### config.mk
export PLATFORM = sky130hd
export DESIGN_NAME = fp_unit_sp
export DESIGN_NICKNAME = d
export VERILOG_FILES = /design/src/rtl/fp_unit_sp_pkg.sv /design/src/rtl/fp_unit_sp_cvt.sv /design/src/rtl/fp_unit_sp.sv
export SDC_FILE = /design/constraint.sdc
export NUM_CORES = 1
export LEC_CHECK = 0
export BUFFER_PORTS_ARGS = -buffer_cell sky130_fd_sc_hd__buf_2
export CORE_UTILIZATION = 40
export CTS_BUF_LIST = sky130_fd_sc_hd__clkbuf_8
export DETAILED_ROUTE_END_ITERATION = 8
export PLACE_DENSITY = 0.64
export SKIP_CTS_REPAIR_TIMING = 1
export SYNTH_ARGS = -nofsm -noshare
export SYNTH_HDL_FRONTEND = slang
export SYNTH_SLANG_ARGS = --single-unit
### constraint.sdc
create_clock -name clock -period 2 [get_ports clock]
set_input_delay 0.4 -clock clock [delete_from_list [all_inputs] [get_ports clock]]
set_output_delay 0.4 -clock clock [all_outputs]
set_load 0.01 [all_outputs]
### src/rtl/fp_unit_sp_pkg.sv
// fp_wire: shared types and constants for the single-precision FP unit.
// Holds the execute-stage request/response records, rounding-mode and
// compare-selector encodings, flag bit positions and a leading-zero counter.
package fp_wire;

  typedef struct packed {
    logic       fmadd;
    logic       fadd;
    logic       fsub;
    logic       fmul;
    logic       fdiv;
    logic       fsqrt;
    logic       fcmp;
    logic       fcvt_i2f;
    logic       fcvt_f2i;
    logic [1:0] fcvt_op;
  } fp_operation_type;

  localparam fp_operation_type init_fp_operation = '0;

  typedef struct packed {
    logic [31:0]      data1;
    logic [31:0]      data2;
    logic [31:0]      data3;
    logic [1:0]       fmt;
    logic [2:0]       rm;
    fp_operation_type op;
    logic             enable;
  } fp_exe_in_type;

  typedef struct packed {
    logic [31:0] result;
    logic [4:0]  flags;
  } fp_exe_out_type;

  typedef struct packed {
    fp_exe_in_type fp_exe_i;
  } fp_unit_in_type;

  typedef struct packed {
    fp_exe_out_type fp_exe_o;
  } fp_unit_out_type;

  // Rounding modes; 5-7 fall back to round-to-nearest-even.
  localparam logic [2:0] RM_RNE = 3'd0;
  localparam logic [2:0] RM_RTZ = 3'd1;
  localparam logic [2:0] RM_RDN = 3'd2;
  localparam logic [2:0] RM_RUP = 3'd3;
  localparam logic [2:0] RM_RMM = 3'd4;

  // Compare predicates share the rm field.
  localparam logic [2:0] CMP_LE = 3'd0;
  localparam logic [2:0] CMP_LT = 3'd1;
  localparam logic [2:0] CMP_EQ = 3'd2;

  // Flag vector is {NV, DZ, OF, UF, NX}.
  localparam int FLAG_NV = 4;
  localparam int FLAG_DZ = 3;
  localparam int FLAG_OF = 2;
  localparam int FLAG_UF = 1;
  localparam int FLAG_NX = 0;

  // Count of leading zeros; a zero input is handled by callers separately.
  function automatic logic [4:0] lzc32(input logic [31:0] v);
    logic [4:0] n;
    logic       found;
    n     = '0;
    found = 1'b0;
    for (int i = 31; i >= 0; i--) begin
      if (!found) begin
        if (v[i]) found = 1'b1;
        else      n = n + 5'd1;
      end
    end
    return n;
  endfunction

endpackage

### src/rtl/fp_unit_sp_cvt.sv
// fp_cvt: int32 <-> single-precision conversions with IEEE rounding.
// Config macro FP_UNIT_RMM_EN: when defined, rm=4 rounds to nearest with ties
// away from zero; otherwise rm=4 behaves as round-to-nearest-even.
module fp_cvt
  import fp_wire::*;
(
  input  logic [31:0] data_i,
  input  logic [2:0]  rm_i,
  input  logic        unsigned_i,
  output logic [31:0] i2fResult_o,
  output logic [4:0]  i2fFlags_o,
  output logic [31:0] f2iResult_o,
  output logic [4:0]  f2iFlags_o
);

  // Round-up decision shared by both conversion directions (sign-aware).
  function automatic logic roundInc(input logic sign, input logic lsb,
                                    input logic guard, input logic sticky,
                                    input logic [2:0] rm);
    logic inc;
    inc = guard & (sticky | lsb);
    case (rm)
      RM_RTZ: inc = 1'b0;
      RM_RDN: inc = sign & (guard | sticky);
      RM_RUP: inc = ~sign & (guard | sticky);
`ifdef FP_UNIT_RMM_EN
      RM_RMM: inc = guard;
`endif
      default: ;
    endcase
    return inc;
  endfunction

  logic        i2fNeg;
  logic [31:0] i2fMag;
  logic [4:0]  i2fLz;
  logic [31:0] i2fNorm;
  logic        i2fGuard;
  logic        i2fSticky;
  logic        i2fInc;
  logic [24:0] i2fSum;
  logic [7:0]  i2fExpM1;
  logic [30:0] i2fBody;

  // Integer to float: normalise the magnitude, round to 24 bits, then add the
  // significand onto (exponent-1) so the hidden bit and any rounding carry
  // bump the exponent field for free.
  always_comb begin
    i2fNeg     = ~unsigned_i & data_i[31];
    i2fMag     = i2fNeg ? (~data_i + 32'd1) : data_i;
    i2fLz      = lzc32(i2fMag);
    i2fNorm    = i2fMag << i2fLz;
    i2fGuard   = i2fNorm[7];
    i2fSticky  = |i2fNorm[6:0];
    i2fInc     = roundInc(i2fNeg, i2fNorm[8], i2fGuard, i2fSticky, rm_i);
    i2fSum     = {1'b0, i2fNorm[31:8]} + {24'd0, i2fInc};
    i2fExpM1   = 8'd157 - {3'd0, i2fLz};
    i2fBody    = {i2fExpM1, 23'd0} + {6'd0, i2fSum};
    i2fResult_o = '0;
    i2fFlags_o  = '0;
    if (i2fMag != 32'd0) begin
      i2fResult_o          = {i2fNeg, i2fBody};
      i2fFlags_o[FLAG_NX]  = i2fGuard | i2fSticky;
    end
  end

  logic        fSign;
  logic [7:0]  fExp;
  logic        fNan;
  logic [23:0] fSig;
  logic        fBig;
  logic [55:0] fWide;
  logic [31:0] fInt;
  logic        fGuard;
  logic        fSticky;
  logic        fInc;
  logic [32:0] fRounded;
  logic        fInexact;

  // Float to integer: place the significand in a 32.24 fixed-point window,
  // round the integer part, then saturate out-of-range and NaN inputs.
  always_comb begin
    fSign    = data_i[31];
    fExp     = data_i[30:23];
    fNan     = (&fExp) & (|data_i[22:0]);
    fSig     = {|fExp, data_i[22:0]};
    fBig     = 1'b0;
    fWide    = '0;
    fInt     = '0;
    fGuard   = 1'b0;
    fSticky  = 1'b0;
    if (fExp >= 8'd159) begin
      fBig = 1'b1;
    end else if (fExp >= 8'd126) begin
      fWide   = {32'd0, fSig} << (fExp - 8'd126);
      fInt    = fWide[55:24];
      fGuard  = fWide[23];
      fSticky = |fWide[22:0];
    end else begin
      fSticky = |data_i[30:0];
    end
    fInc       = roundInc(fSign, fInt[0], fGuard, fSticky, rm_i);
    fRounded   = {1'b0, fInt} + {32'd0, fInc};
    fInexact   = fGuard | fSticky;
    f2iResult_o = '0;
    f2iFlags_o  = '0;
    if (fNan) begin
      f2iResult_o         = unsigned_i ? 32'hFFFF_FFFF : 32'h7FFF_FFFF;
      f2iFlags_o[FLAG_NV] = 1'b1;
    end else if (!unsigned_i) begin
      if (fSign) begin
        if (fBig || fRounded > 33'h0_8000_0000) begin
          f2iResult_o         = 32'h8000_0000;
          f2iFlags_o[FLAG_NV] = 1'b1;
        end else begin
          f2iResult_o         = ~fRounded[31:0] + 32'd1;
          f2iFlags_o[FLAG_NX] = fInexact;
        end
      end else if (fBig || fRounded > 33'h0_7FFF_FFFF) begin
        f2iResult_o         = 32'h7FFF_FFFF;
        f2iFlags_o[FLAG_NV] = 1'b1;
      end else begin
        f2iResult_o         = fRounded[31:0];
        f2iFlags_o[FLAG_NX] = fInexact;
      end
    end else begin
      if (fSign) begin
        if (fBig || fRounded != 33'd0) f2iFlags_o[FLAG_NV] = 1'b1;
        else                           f2iFlags_o[FLAG_NX] = fInexact;
      end else if (fBig || fRounded[32]) begin
        f2iResult_o         = 32'hFFFF_FFFF;
        f2iFlags_o[FLAG_NV] = 1'b1;
      end else begin
        f2iResult_o         = fRounded[31:0];
        f2iFlags_o[FLAG_NX] = fInexact;
      end
    end
  end

endmodule

### src/rtl/fp_unit_sp.sv
// fp_unit_sp: single-precision compare and int<->float conversion unit with a
// one-cycle registered result. Config macro FP_UNIT_RMM_EN enables
// ties-away rounding for rm=4 inside fp_cvt.
module fp_unit_sp
  import fp_wire::*;
(
  input  logic            clock,
  input  logic            reset,
  input  fp_unit_in_type  fp_unit_i,
  output fp_unit_out_type fp_unit_o
);

  fp_exe_in_type  exeIn;
  fp_exe_out_type out_d;
  fp_exe_out_type out_q;

  assign exeIn = fp_unit_i.fp_exe_i;

  logic        aNan;
  logic        bNan;
  logic        aSnan;
  logic        bSnan;
  logic        bothZero;
  logic        cmpEq;
  logic        cmpLt;
  logic [31:0] cmpResult;
  logic [4:0]  cmpFlags;

  // Sign-magnitude compare; +0 and -0 are equal, NaNs are unordered.
  always_comb begin
    aNan     = (&exeIn.data1[30:23]) & (|exeIn.data1[22:0]);
    bNan     = (&exeIn.data2[30:23]) & (|exeIn.data2[22:0]);
    aSnan    = aNan & ~exeIn.data1[22];
    bSnan    = bNan & ~exeIn.data2[22];
    bothZero = ~|{exeIn.data1[30:0], exeIn.data2[30:0]};
    cmpEq    = (exeIn.data1 == exeIn.data2) | bothZero;
    if (bothZero)
      cmpLt = 1'b0;
    else if (exeIn.data1[31] != exeIn.data2[31])
      cmpLt = exeIn.data1[31];
    else if (exeIn.data1[31])
      cmpLt = exeIn.data1[30:0] > exeIn.data2[30:0];
    else
      cmpLt = exeIn.data1[30:0] < exeIn.data2[30:0];
    cmpResult = '0;
    cmpFlags  = '0;
    case (exeIn.rm)
      CMP_LE: begin
        if (aNan | bNan) cmpFlags[FLAG_NV] = 1'b1;
        else             cmpResult[0] = cmpLt | cmpEq;
      end
      CMP_LT: begin
        if (aNan | bNan) cmpFlags[FLAG_NV] = 1'b1;
        else             cmpResult[0] = cmpLt;
      end
      CMP_EQ: begin
        if (aNan | bNan) cmpFlags[FLAG_NV] = aSnan | bSnan;
        else             cmpResult[0] = cmpEq;
      end
      default: ;
    endcase
  end

  logic [31:0] i2fResult;
  logic [4:0]  i2fFlags;
  logic [31:0] f2iResult;
  logic [4:0]  f2iFlags;

  fp_cvt u_cvt (
    .data_i      (exeIn.data1),
    .rm_i        (exeIn.rm),
    .unsigned_i  (exeIn.op.fcvt_op[0]),
    .i2fResult_o (i2fResult),
    .i2fFlags_o  (i2fFlags),
    .f2iResult_o (f2iResult),
    .f2iFlags_o  (f2iFlags)
  );

  // Arithmetic ops, data3, fmt and the upper fcvt_op bit have no effect here.
  logic unusedBits;
  assign unusedBits = ^{exeIn.data3, exeIn.fmt, exeIn.op.fmadd, exeIn.op.fadd,
                        exeIn.op.fsub, exeIn.op.fmul, exeIn.op.fdiv,
                        exeIn.op.fsqrt, exeIn.op.fcvt_op[1]};

  // Select the active operation's result; idle or unsupported ops give 0/0.
  always_comb begin
    out_d = '0;
    if (exeIn.enable) begin
      if (exeIn.op.fcmp) begin
        out_d.result = cmpResult;
        out_d.flags  = cmpFlags;
      end else if (exeIn.op.fcvt_i2f) begin
        out_d.result = i2fResult;
        out_d.flags  = i2fFlags;
      end else if (exeIn.op.fcvt_f2i) begin
        out_d.result = f2iResult;
        out_d.flags  = f2iFlags;
      end
    end
  end

  // Output register loads every cycle; reset discards any in-flight op.
  always_ff @(posedge clock or posedge reset) begin
    if (reset) out_q <= '0;
    else       out_q <= out_d;
  end

  assign fp_unit_o.fp_exe_o = out_q;

endmodule

==> results.tsv, run 1 <==
metric	value	unit
Critical path origin	fp_unit_i[99]	
power per standard cell area	346	nW/um^2
initial drt markers	2224	
CTS tree	done	
Buffers on Ports	107	
flip-flop count of the largest register after layout	34	
Root Buffer	clkbuf_8	
site row count	72	
proportion of layout cells with a drive suffix above 1	43.0	%
area leader, netlist	xnor2_1	
Worst path max stage delay	500	ps
Main synth FF type	dfrtp_1	
largest net degree at the start of global routing	64	
Max clock buf depth	2	
vias per cell	5.90	
fraction of registers with async set/reset	100	%
GPL Wtd Cong	1.04	
Placed Instances	3780	
synthesized area	15900	um^2
DRC	0	
fin cells	3838	
Synth Instances	2329	
Lkg Pwr	0.0116	uW
Final period util	851	%
status	finished with violations	
grt ovf	0	
io pins	152	
vias	22645	
Initial Util	40.9	%
worst rel slew slack	47.7	%
Die H	202	um
Crit. End Element	flop	
WL/cell	20.3	um
post-route ant nets	0	
WL final	78.0	mm
vias in the first global route	21822	
Worst Tran Pin Value	779	ps
CTS buffer count	5	
clock sink count	34	
Final Cell Area	25700	um^2
FMAX	0.0588	GHz
#FFs+latches synth	34	
violated checks	setup timing	
WP data required	2150	ps
setup ws final	-15010	ps
worst hold path type	in -> async	
Core Area	39000	um^2
CP arrival	17160	ps
Setup-failing EPs final	34	
path type of the worst setup path	in -> reg	
Area contributors post-synth	xnor2_1 6.3%, nand2_1 6.2%, a21oi_1 5.9%	
Clock transition at path regs	70	ps
share of the synthesized area in the top cell type	6.32	%
final-report hold violation count	0	
worst vdd ir	0.000263	V
total track usage	36.4	%
syn_area_per_cell	6.85	um^2
iteration count of the initial detailed-routing pass	8	
Setup crit end	fp_unit_o[33]	
Post-DP Area	24300	um^2
area grow syn2layout	61.2	%
startpoint types	input port	
Post-synth EDFFs	0	
largest fanout on the critical path	6	
die footprint	40700	um^2
max-slew violations	0	
fill count	3417	
max-cap viol count	0	
sequential fraction of the synthesis area	5.34	%
Final nets	3505	
RSZ-0062 raised after global routing	true	
H-tree Lvls	2	
dpl hpwl	64.2	mm
Die W	202	um
initial antenna violation count	1	
first-pass GRT wire length	119	mm
synth unique cells	119	
min Tclk post-route	17010	ps
most frequent cell on the critical path	ha_1	
Worst path slowest cell	a2111o_1	
final core utilization	65.9	%
Ys Warns	0	
==> layout make-up <==
type / count / area [um^2] / area share (%)
Multi-Input combinational cell: 2065 / 15300 / 59.4
Timing Repair Buffer: 1127 / 8480 / 33.0
Sequential cell: 34 / 851 / 3.31
Tap cell: 518 / 648 / 2.52
Inverter: 84 / 359 / 1.40
Clock buffer: 6 / 82.6 / 0.321
Clock inverter: 2 / 12.5 / 0.0487
Timing Repair inverter: 1 / 11.3 / 0.0438
Antenna cell: 1 / 2.50 / 0.00973
==> routing by layer <==
metal / share of wire [%] / wire length [um] / GRT usage [%] / vias to the layer above
li1: - / - / - / 10649
met1: 42 / 33000 / 47.9 / 10746
met2: 46 / 35800 / 60.8 / 1040
met3: 7.5 / 5880 / 4.23 / 210
met4: 4.2 / 3290 / 13.9 / 0
met5: 0 / 0 / 0 / -
==> metrics by stage <==
| step | total power (uW) | hold WS [ps] | TNS [ps] | setup slack (ps) |
|---|---|---|---|---|
| after floorplan | 4260 | 534 | -474530 | -15050 |
| after global placement | 7490 | 499 | -484200 | -15090 |
| after detailed placement | 7600 | 498 | -504690 | -15720 |
| after CTS | 8140 | 196 | -496860 | -15510 |
| after global routing | 9420 | 211 | -509600 | -15930 |
| final | 8890 | 187 | -480240 | -15010 |
==> how the worst min path moves through the flow <==
stage	start	end	slack, ps	cells past startpoint
finish	reset	fp_unit_o[21]	190	3
global route	reset	fp_unit_o[21]	210	3
CTS	reset	fp_unit_o[21]	200	3
detailed placement	reset	fp_unit_o[17]	500	3
global placement	reset	fp_unit_o[16]	500	3
floorplan	fp_unit_i[0]	fp_unit_o[5]	530	1
==> Yosys cell counts, drive strengths merged (42+ instances only) <==
cell    number
nand2      266
nor2       232
a21oi      187
o21ai      160
xnor2      118
clkbuf     103
mux2i       90
nand3       85
inv         80
ha          72
nor3        72
xor2        56
nand4       50
buf         46
and2        42
==> kinds of logic after synthesis <==
kind of cell,Yosys count,share of synthesized area (%)
buffers and inverters,233,5.89
AOI/OAI and AO/OA,678,28.0
other,1,0.0235
DFF,34,5.34
adders and majority gates,75,5.84
muxes,153,12.0
and+or+nand+nor,967,30.9
xor gates and xnor gates,188,12.0
==> layout by cell type, fill, tap and decap left out, types with 65 or more instances in the layout <==
cell type,instances
nor2_1,220
o21ai_0,130
inv_1,65
nand3_1,80
buf_4,992
xnor2_1,105
mux2i_1,79
nand2_1,251
buf_2,97
a21oi_1,172
==> critical path: cells and delay by family <==
family,cells,cell delay [ps]
buffers and inverters,10,1010
muxes,7,1460
adders and majority gates,16,4550
and+or+nand+nor,27,4270
xor gates and xnor gates,5,780
AOI/OAI and AO/OA,32,4660
==> power by group <==
part           internal [uW]  switching (uW)  total, uW
clock                    276             244        520
combinational           3690            3940       7640
sequential               727            9.91        737
total                   4700            4200       8890
Power figures use the tool's default switching activity.
==> run 2: changes to the inputs <==
--- a/config.mk
+++ b/config.mk
@@ -10,6 +10,7 @@
 export CTS_BUF_LIST = sky130_fd_sc_hd__clkbuf_8
 export DETAILED_ROUTE_END_ITERATION = 8
 export PLACE_DENSITY = 0.64
+export RECOVER_POWER = 25
 export SKIP_CTS_REPAIR_TIMING = 1
 export SYNTH_ARGS = -nofsm -noshare
 export SYNTH_HDL_FRONTEND = slang
==> run 2 against run 1 <==
The flow still finishes with violations (setup timing). Maximum frequency barely moved. Clock-buffer cell count did not move. First-iteration DRC count did not move. Non-clock buffer count did not move. Sequential share of layout area barely moved. Critical path depth did not move. Via count barely moved. Utilization barely moved. Hold slack improved by 140 ps. Sequential power barely moved. Critical path type unchanged.
==> results.tsv, run 2 (same netlist as run 1, synthesis figures left out) <==
metric	value	unit
CTS buffer count	5	
FMAX	0.0588	GHz
WP data required	2150	ps
commonest non-fill, non-tap cells in the layout	991 x buf_4, 251 x nand2_1, 220 x nor2_1	
internal cell power	4700	uW
vias per cell	5.90	
Lkg Pwr	0.0116	uW
initial drt markers	2224	
clock sink count	34	
H-tree Lvls	2	
power per standard cell area	346	nW/um^2
fill count	3418	
proportion of layout cells with a drive suffix above 1	43.0	%
Max clock buf depth	2	
Crit. End Element	flop	
total track usage	36.4	%
startpoint types	input port	
WL/cell	20.3	um
die footprint	40700	um^2
largest fanout on the critical path	6	
Sequential Power Share	8.3	%
largest net degree at the start of global routing	64	
WL final	78.0	mm
CTS tree	done	
dpl hpwl	64.2	mm
path type of the worst setup path	in -> reg	
Worst path max stage delay	500	ps
GPL Wtd Cong	1.04	
min Tclk post-route	17010	ps
post-route ant nets	0	
Clock transition at path regs	70	ps
iteration count of the initial detailed-routing pass	6	
Worst Tran Pin Value	782	ps
Final Cell Area	25700	um^2
Root Buffer	clkbuf_8	
Worst path slowest cell	a2111o_1	
area grow syn2layout	61.2	%
Die W	202	um
Post-DP Area	24300	um^2
max-slew violations	0	
clock share of power	5.8	%
worst hold path type	in -> async	
Die H	202	um
worst vdd ir	0.000263	V
Buffers on Ports	107	
max-cap viol count	0	
RSZ-0062 raised after global routing	true	
Final period util	851	%
flip-flop count of the largest register after layout	34	
site row count	72	
vias	22650	
initial antenna violation count	1	
worst rel slew slack	47.5	%
final-report hold violation count	0	
switch share	47.2	%
status	finished with violations	
vias in the first global route	21822	
setup ws final	-15010	ps
DRC	0	
grt ovf	0	
Net Sw Power	4200	uW
Final nets	3505	
most frequent cell on the critical path	ha_1	
CP arrival	17160	ps
Logic pwr share	85.9	%
most common cell after layout, fill and taps aside	buf_4	
io pins	152	
violated checks	setup timing	
Core Area	39000	um^2
first-pass GRT wire length	119	mm
Initial Util	40.9	%
Hold Slack	327	ps
final core utilization	65.9	%
Setup-failing EPs final	34	
-- run 2: critical path, delay by kind of cell --
family | cells | cell delay [ps]
AOI/OAI and AO/OA | 32 | 4660
xor gates and xnor gates | 5 | 780
adders and majority gates | 16 | 4550
buffers and inverters | 10 | 1010
muxes | 7 | 1460
and+or+nand+nor | 27 | 4260
-- run 2: power by group through the flow --
stage               logic, uW  registers, uW  clock network (uW)
detailed placement       6850            750                   0
global placement         6740            750                   0
global route             8120            740                 558
CTS                      6880            737                 521
finish                   7640            737                 520
floorplan                3490            772                   0
-- run 2: final timing paths --
path / startpoint / to / slack, ps / depth (start not counted)
worst min-delay path: reset / fp_unit_o[21] / 330 / 3
worst max-delay path: fp_unit_i[99] / fp_unit_o[33] / -15010 / 97
max in group asynchronous: reset / fp_unit_o[27] / 1180 / 3
min in group clock: fp_unit_i[0] / fp_unit_o[5] / 400 / 2
-- run 2: layer usage --
layer | global-route usage [%] | vias up | wire length, um
met5 | 0 | - | 0
met4 | 13.9 | 0 | 3300
met3 | 4.23 | 212 | 5900
met2 | 60.8 | 1042 | 35800
met1 | 47.9 | 10743 | 33000
li1 | - | 10653 | -
-- run 2: layout make-up --
class | count | area, um^2 | share of cell area (%)
timing repair buffer | 1127 | 8480 | 33.0
tap | 518 | 648 | 2.52
inverter | 84 | 359 | 1.40
sequential | 34 | 851 | 3.31
clock inverter | 2 | 12.5 | 0.0487
timing repair inverter | 1 | 11.3 | 0.0438
multi-input combinational | 2065 | 15300 | 59.4
clock buffer | 6 | 82.6 | 0.321
antenna | 1 | 2.50 | 0.00973
-- run 2: through the flow --
| step | TNS [ps] | worst slack [ps] | cells | total power (uW) |
|---|---|---|---|---|
| 5_1_grt | -509600 | -15930 | 3838 | 9410 |
| 4_1_cts | -496860 | -15510 | 3788 | 8140 |
| 3_5_place_dp | -504690 | -15720 | 3780 | 7600 |
| 2_1_floorplan | -474530 | -15050 | 2331 | 4260 |
| 3_3_place_gp | -484200 | -15090 | 3780 | 7490 |
| 6_report | -480320 | -15010 | 3838 | 8890 |
